`src/rtl/fpcvt_pkg.sv`:
```
// Shared widths, saturation constants and per-stage payload types for the
// pipelined integer to floating-point converter.
package fpcvt_pkg;

  localparam int unsigned EW_DEF = 3;
  localparam int unsigned FW_DEF = 4;
  localparam int unsigned DW_DEF = (1 << EW_DEF) + FW_DEF;
  localparam int unsigned LZW    = $clog2(DW_DEF + 1);
  localparam int unsigned IW     = $clog2(DW_DEF);

  localparam logic [EW_DEF-1:0] E_MAX = '1;
  localparam logic [FW_DEF-1:0] F_MAX = '1;

  typedef struct packed {
    logic              s;
    logic [DW_DEF-1:0] mag;
    logic              trunc;
    logic              sat;
  } s1_t;

  typedef struct packed {
    logic              s;
    logic [EW_DEF-1:0] e;
    logic [FW_DEF-1:0] f;
    logic              r;
    logic              trunc;
    logic              sat;
  } s2_t;

  typedef struct packed {
    logic              s;
    logic [EW_DEF-1:0] e;
    logic [FW_DEF-1:0] f;
    logic              sat;
  } s3_t;

endpackage

```
`src/rtl/fpcvt_lzc.sv`:
```
// Combinational leading-zero counter; an all-zero input reports DW.
module fpcvt_lzc #(
  parameter int unsigned DW = 12
) (
  input  logic [DW-1:0]            mag_i,
  output logic [$clog2(DW+1)-1:0]  lz_o
);

  localparam int unsigned LzW = $clog2(DW + 1);

  // Scanning upward lets the highest set bit win.
  always_comb begin
    lz_o = LzW'(DW);
    for (int i = 0; i < DW; i++) begin
      if (mag_i[i]) begin
        lz_o = LzW'(DW - 1 - i);
      end
    end
  end

endmodule

```
`src/rtl/fpcvt_pipe.sv`:
```
// Three-stage valid/ready pipeline converting a two's-complement sample to
// sign / exponent / fraction with optional rounding and saturation flag.
module fpcvt_pipe
  import fpcvt_pkg::*;
#(
  parameter int unsigned EW = EW_DEF,
  parameter int unsigned FW = FW_DEF,
  parameter int unsigned DW = (1 << EW) + FW
) (
  input  logic          clk,
  input  logic          rst,
  input  logic          in_valid,
  output logic          in_ready,
  input  logic [DW-1:0] in_data,
  input  logic          in_trunc,
  output logic          out_valid,
  input  logic          out_ready,
  output logic          out_s,
  output logic [EW-1:0] out_e,
  output logic [FW-1:0] out_f,
  output logic          out_sat
);

  if (EW != EW_DEF || FW != FW_DEF || DW != (1 << EW) + FW) begin : g_param_check
    $error("fpcvt_pipe: EW/FW must match fpcvt_pkg and DW must equal (1<<EW)+FW");
  end

  s1_t  s1_d, s1_q;
  s2_t  s2_d, s2_q;
  s3_t  s3_d, s3_q;
  logic v1_d, v1_q, v2_d, v2_q, v3_d, v3_q;
  logic ld1, ld2, ld3;

  logic [LZW-1:0]    lz;
  logic [IW-1:0]     top_idx;
  logic [DW_DEF-1:0] mag_raw;
  logic              is_min;
  logic [FW_DEF:0]   f_inc;

  // Each stage loads when empty or when its occupant moves on this cycle.
  assign ld3      = !v3_q || out_ready;
  assign ld2      = !v2_q || ld3;
  assign ld1      = !v1_q || ld2;
  assign in_ready = ld1;

  assign v1_d = ld1 ? in_valid : v1_q;
  assign v2_d = ld2 ? v1_q     : v2_q;
  assign v3_d = ld3 ? v2_q     : v3_q;

  // S1: sign and magnitude; the most negative value has no positive twin.
  always_comb begin
    mag_raw = in_data[DW-1] ? -in_data : in_data;
    is_min  = (in_data == {1'b1, {(DW-1){1'b0}}});
    s1_d    = s1_q;
    if (ld1 && in_valid) begin
      s1_d.s     = in_data[DW-1];
      s1_d.mag   = is_min ? {1'b0, {(DW-1){1'b1}}} : mag_raw;
      s1_d.trunc = in_trunc;
      s1_d.sat   = is_min;
    end
  end

  fpcvt_lzc #(
    .DW (DW_DEF)
  ) u_lzc (
    .mag_i (s1_q.mag),
    .lz_o  (lz)
  );

  // S2: normalise around the leading one; small values stay denormal at E=0.
  always_comb begin
    top_idx = IW'(DW_DEF - 1) - IW'(lz);
    s2_d    = s2_q;
    if (ld2 && v1_q) begin
      s2_d.s     = s1_q.s;
      s2_d.trunc = s1_q.trunc;
      s2_d.sat   = s1_q.sat;
      if (lz >= LZW'(1 << EW_DEF)) begin
        s2_d.e = '0;
        s2_d.f = s1_q.mag[FW_DEF-1:0];
        s2_d.r = 1'b0;
      end else begin
        s2_d.e = EW_DEF'((1 << EW_DEF) - lz);
        s2_d.f = s1_q.mag[top_idx -: FW_DEF];
        s2_d.r = s1_q.mag[top_idx - IW'(FW_DEF)];
      end
    end
  end

  // S3: round half up, renormalise on fraction carry, clamp on exponent carry.
  always_comb begin
    f_inc = {1'b0, s2_q.f} + (FW_DEF + 1)'(s2_q.r && !s2_q.trunc);
    s3_d  = s3_q;
    if (ld3 && v2_q) begin
      s3_d.s   = s2_q.s;
      s3_d.e   = s2_q.e;
      s3_d.f   = f_inc[FW_DEF-1:0];
      s3_d.sat = s2_q.sat;
      if (f_inc[FW_DEF]) begin
        if (s2_q.e == E_MAX) begin
          s3_d.e   = E_MAX;
          s3_d.f   = F_MAX;
          s3_d.sat = 1'b1;
        end else begin
          s3_d.e = s2_q.e + 1'b1;
          s3_d.f = {1'b1, {(FW_DEF-1){1'b0}}};
        end
      end
    end
  end

  always_ff @(posedge clk or posedge rst) begin
    if (rst) begin
      v1_q <= 1'b0;
      v2_q <= 1'b0;
      v3_q <= 1'b0;
      s1_q <= '0;
      s2_q <= '0;
      s3_q <= '0;
    end else begin
      v1_q <= v1_d;
      v2_q <= v2_d;
      v3_q <= v3_d;
      s1_q <= s1_d;
      s2_q <= s2_d;
      s3_q <= s3_d;
    end
  end

  assign out_valid = v3_q;
  assign out_s     = s3_q.s;
  assign out_e     = s3_q.e;
  assign out_f     = s3_q.f;
  assign out_sat   = s3_q.sat;

endmodule
```
`config.mk`:
```
export PLATFORM = sky130hd
export DESIGN_NAME = fpcvt_pipe
export DESIGN_NICKNAME = d
export VERILOG_FILES = /design/src/rtl/fpcvt_pkg.sv /design/src/rtl/fpcvt_lzc.sv /design/src/rtl/fpcvt_pipe.sv
export SDC_FILE = /design/constraint.sdc
export NUM_CORES = 1
export LEC_CHECK = 0
export ABC_AREA = 0
export CORE_MARGIN = 10
export CORE_UTILIZATION = 45
export DETAILED_ROUTE_END_ITERATION = 16
export PLACE_DENSITY = 0.7
export SETUP_SLACK_MARGIN = 0.15
export SLEW_MARGIN = 20
export SYNTH_ARGS = -nofsm -noshare
export SYNTH_HDL_FRONTEND = slang
export SYNTH_SLANG_ARGS = --single-unit
```
`constraint.sdc`:
```
create_clock -name clk -period 2.3 [get_ports clk]
set_input_delay 0.575 -clock clk [delete_from_list [all_inputs] [get_ports clk]]
set_output_delay 0.575 -clock clk [all_outputs]
set_load 0.005 [all_outputs]
```
Yosys cells after proc, flatten, opt, wreduce, memory -nomap -nowiden. Index checks and enable logic that the tools add are counted.

Register bits: 38. Output and inout bits: 11. Logic and storage cells: 59.

Add/sub/neg operators: 6. $lt $le $gt $ge: 2. Eq/ne operators: 2. Shift operators: 1. Muxes and demuxes: 20. Reductions and logical operators: 11.

Operator list (count): 4-bit two-way mux (8); 12-bit two-way mux (2); 8-bit two-way mux (2); 15-bit by 5-bit variable part select with 4-bit output (1); 12-bit == test, second input constant (1); 3-bit two-way mux (4); 12-bit negation (1); 7-bit two-way mux (1); 4-bit by 1-bit adder with 5-bit output (1); 4-bit by 5-bit less-than comparator with 1-bit output, second input constant (1); 1-bit binary-select mux with 4-bit select (1); 4-bit >= comparator, second input constant (1); 1-bit logical AND (4); 1-bit logical NOT (4); 4-bit by 3-bit subtractor with 4-bit output, second input constant (1); 4-bit subtractor, first input constant (1); 3-bit by 1-bit adder with 3-bit output, second input constant (1); 3-bit == test, second input constant (1); 1-bit logical OR (3); 1-bit by 3-bit subtractor with 3-bit output, first input constant (1); 1-bit two-way mux (2).

Depth between registers and ports, before layout.
Depth in word-level cells: 17. Mapped depth: 8.

Hierarchy. Synthesis repeated with hierarchy kept, for this count alone.

Cells, all modules: 259. Area, all modules: 2402.3 µm².

Modules (own cells, without submodules): fpcvt_pipe (instances 1, cells each 238, area each 2290.9 µm², sequential area each 950.9 µm²); fpcvt_lzc (instances 1, cells each 21, area each 111.4 µm², sequential area each 0.0 µm²).

Least setup slack after synthesis. No wires, ideal clock.

Kind: input to register. From: input in_data[1]. To: register s1_q[9] (netlist bit). Setup time: 145 ps. Arrival time: 1763 ps. Slack: 392 ps. Cell stages on the path: 5. Path buffers: 0. Cell sequence: or3_1 > or3_1 > o31ai_1 > xor2_1 > a21oi_1.

Longest elaborated chain between the ends: 3.

RTL lines: start: declaration (RTL line fpcvt_pipe.sv:14) `input logic [DW-1:0] in_data,`; 12-bit negation (RTL line fpcvt_pipe.sv:52) `mag_raw = in_data[DW-1] ? -in_data : in_data;`; 12-bit two-way mux (RTL line fpcvt_pipe.sv:52); 12-bit two-way mux (*) (RTL line fpcvt_pipe.sv:57) `s1_d.mag = is_min ? {1'b0, {(DW-1){1'b1}}} : mag_raw;`; end signal: assignment (RTL line fpcvt_pipe.sv:117) `s1_q <= '0;`; end signal: assignment (RTL line fpcvt_pipe.sv:124) `s1_q <= s1_d;`; end: declaration (RTL line fpcvt_pipe.sv:28) `s1_t s1_d, s1_q;`.

Every way passes the cells marked *; elsewhere a longest branch is shown, timed or not. A chain may end at the register's enable or synchronous reset.

Final worst setup path.
From: input out_ready. To: output in_ready.

Longest elaborated chain between the ends: 3.

RTL lines: start: declaration (RTL line fpcvt_pipe.sv:17) `input logic out_ready,`; 1-bit logical OR (RTL line fpcvt_pipe.sv:41) `assign ld3 = !v3_q || out_ready;`; 1-bit logical OR (RTL line fpcvt_pipe.sv:42) `assign ld2 = !v2_q || ld3;`; 1-bit logical OR (RTL line fpcvt_pipe.sv:43) `assign ld1 = !v1_q || ld2;`; end: declaration (RTL line fpcvt_pipe.sv:13) `output logic in_ready,`.

No other way between the ends.

==> metrics <==
area leader, netlist=dfrtp_1; core footprint=4723 um^2; buffers added on ports=27; CTS tree=yes; HPWL after DPL=3708 um; CP Data Arrival Time=1.53 ns; Mapped Area=2197 um^2; Yosys warning count=0; Worst Max-Slew Pin Slew=0.4708 ns; worst slack at placement=-0.1446 ns; Final Skew=0.004872 ns; CP Cell Sequence=clkdlybuf4s50_1, nor2b_2, nand3_2, dlygate4sd2_1; WS Path Type=in -> out; synth-to-layout area growth=31.15%; Hold Path Sink=out_s; CP startpoint=out_ready; FILL cells=434; fin util=61.01%; maximum vdd drop=0.3348 mV; CTS H-tree depth=2; post-synthesis sequential area ratio=43.28%; fmax=474.7 MHz; grt ovf=0; Tot Pwr=2463 uW; setup violators final=0; RSZ-0062 raised after global routing=true; CTS Hold Buffers Added=0; number of max-cap violations=0; Final Max Tran Viols=0; Syn Inst Count=254; routed len/inst=13.27 um; Final TNS setup=0 ns; HP Class=reg -> reg; Cell Area, Placed=2685 um^2; most numerous cell in the Yosys netlist=nand2_1; top cells by area, synth=dfrtp_1 43%, nand2_1 7.7%, nor2_1 6.0%; Vias=1957; row cnt=25; Synth async-reset ratio=100.0%; Crit. End Element=output pin; EDFF count, synth=0; full die area=8078 um^2; largest net degree at the start of global routing=39; IO Pins=28; post-route cell area=2882 um^2; vias per inst=5.261; hold depth=2; 1st-iter DRT viols=120; initial antenna violation count=0; clock root buffer=clkbuf_8; Hold Path Origin=out_s; pwr/cell area=854.8 nW/um^2; status=completed; CP startpoint kind=primary input; post-synthesis register bit count=38; final WL=4938 um; CTS buffer count=5; Critical R2R Launch=s1_q[12]; Mapped Avg Cell Area=8.650 um^2; flop2flop setup slack=0.28 ns; final hold vios=0; post-synth cell types=51; clk_lat worst skew=0.29 ns; synth cell count leaders=45 x nand2_1, 38 x dfrtp_1, 35 x nor2_1; share of the synthesized area in the top cell type=43.28%; GRT Overall Usage=12.20%; # diodes=0; initial core utilization=46.52%; GPL Wtd Cong=0.8245; Synth Flop Type=dfrtp_1; reg2reg path depth=6; final net count=326; chip width=89.88 um; CP max stage delay=0.43 ns; vias in the first global route=1972; Final period util=91.60%; CP required=1.73 ns; leakage=0.001251 uW; post-route ant nets=0; Vert. Die Dim=89.88 um; Worst Setup Slack, final=0.1933 ns; Critical R2R Capture=s2_q[3]; first-pass GRT wire length=8528 um; fin crit period=2.107 ns; Worst-path clk slew=0.07 ns; Max Buffers Root-to-Sink=2; Residual DRC=0; Slew headroom=68.47%; DR pass1 iterations=4; slowest CP cell=clkdlybuf4s50_1; Synth Net Count=276; clock sink total=38; CP max FO=2; layout cell share with drive strength beyond 1=16.39%
==> worst max-delay path by stage <==
stage                     slack [ns]  cells past startpoint        to
after global placement         -0.10                      6   s1_q[9]
after floorplan                 0.39                      5   s1_q[9]
after CTS                       0.15                      6   s1_q[9]
after detailed placement       -0.14                      6   s1_q[9]
after global routing             0.1                      6   s2_q[3]
final                           0.19                      4  in_ready
==> routing by layer <==
layer | track usage, % | up-vias | wire [um]
met2 | 21.55 | 44 | 2422
met5 | 0 | - | 0
li1 | - | 999 | -
met4 | 3.714 | 0 | 64
met3 | 4.156 | 7 | 240
met1 | 13.45 | 907 | 2211
==> power by group <==
group,switching [uW],internal [uW],total [uW],leakage (uW)
Sequential,138,829,966,0.000436
Clock,237,463,700,0.0000714
Combinational,376,422,797,0.000744
Total,750,1710,2460,0.00125
==> sequential cells by signal, summed over array words and instances (netlist names) <==
register / cells
out_e: 3
out_valid: 1
s1_q: 15
out_sat: 1
s2_q: 11
out_f: 4
out_s: 1
v1_q: 1
v2_q: 1
==> final cells by class <==
type	count	area, um^2	share of cell area (%)
multi-input combinational	201	1231	42.73
clock buffer	6	82.58	2.866
tap	67	83.83	2.909
sequential	38	952.2	33.04
timing repair buffer	50	441.7	15.33
inverter	8	30.03	1.042
clock inverter	2	60.06	2.084
==> cells in the final DEF, fill, tap and decap left out, types with 4 or more instances in the layout <==
master,synthesis,final
and2_1,4,4
nand3_1,8,7
ha_1,5,5
dfrtp_1,38,37
nand2_1,45,45
mux2i_1,5,5
clkdlybuf4s50_1,0,26
clkbuf_8,0,6
a21oi_1,20,20
xor2_1,6,6
buf_4,1,23
nand2b_1,6,6
o21ai_0,11,10
inv_1,6,6
nor2_1,35,34
==> critical path: cells and delay by family <==
family,cells,cell delay [ns]
buffers and inverters,2,0.70
and+or+nand+nor,2,0.25
==> kinds of logic after synthesis <==
kind of cell    after synthesis  synth area share (%)
buf+inv                      15                 2.790
mux                           8                 3.815
flops                        38                 43.28
fa+ha+maj                     5                 2.847
xor+xnor                      9                 3.588
compound gates               66                 20.84
simple gates                113                 22.84
==> per-stage QoR <==
stage	cells	hold WS, ns
after global placement	363	0.4582
after detailed placement	363	0.4617
after CTS	371	0.4813
final	372	0.4730
after floorplan	254	0.4386
after global routing	372	0.5024
==> repair_timing <==
item / in CTS / in global routing
pin swaps: 0 / 1
endpoints found under the setup margin: 1 / 14
setup buffers: 0 / 1
gates resized for setup: 2 / 11
endpoints found under the hold margin: 0 / 0
(Power assumes the default switching activity.)
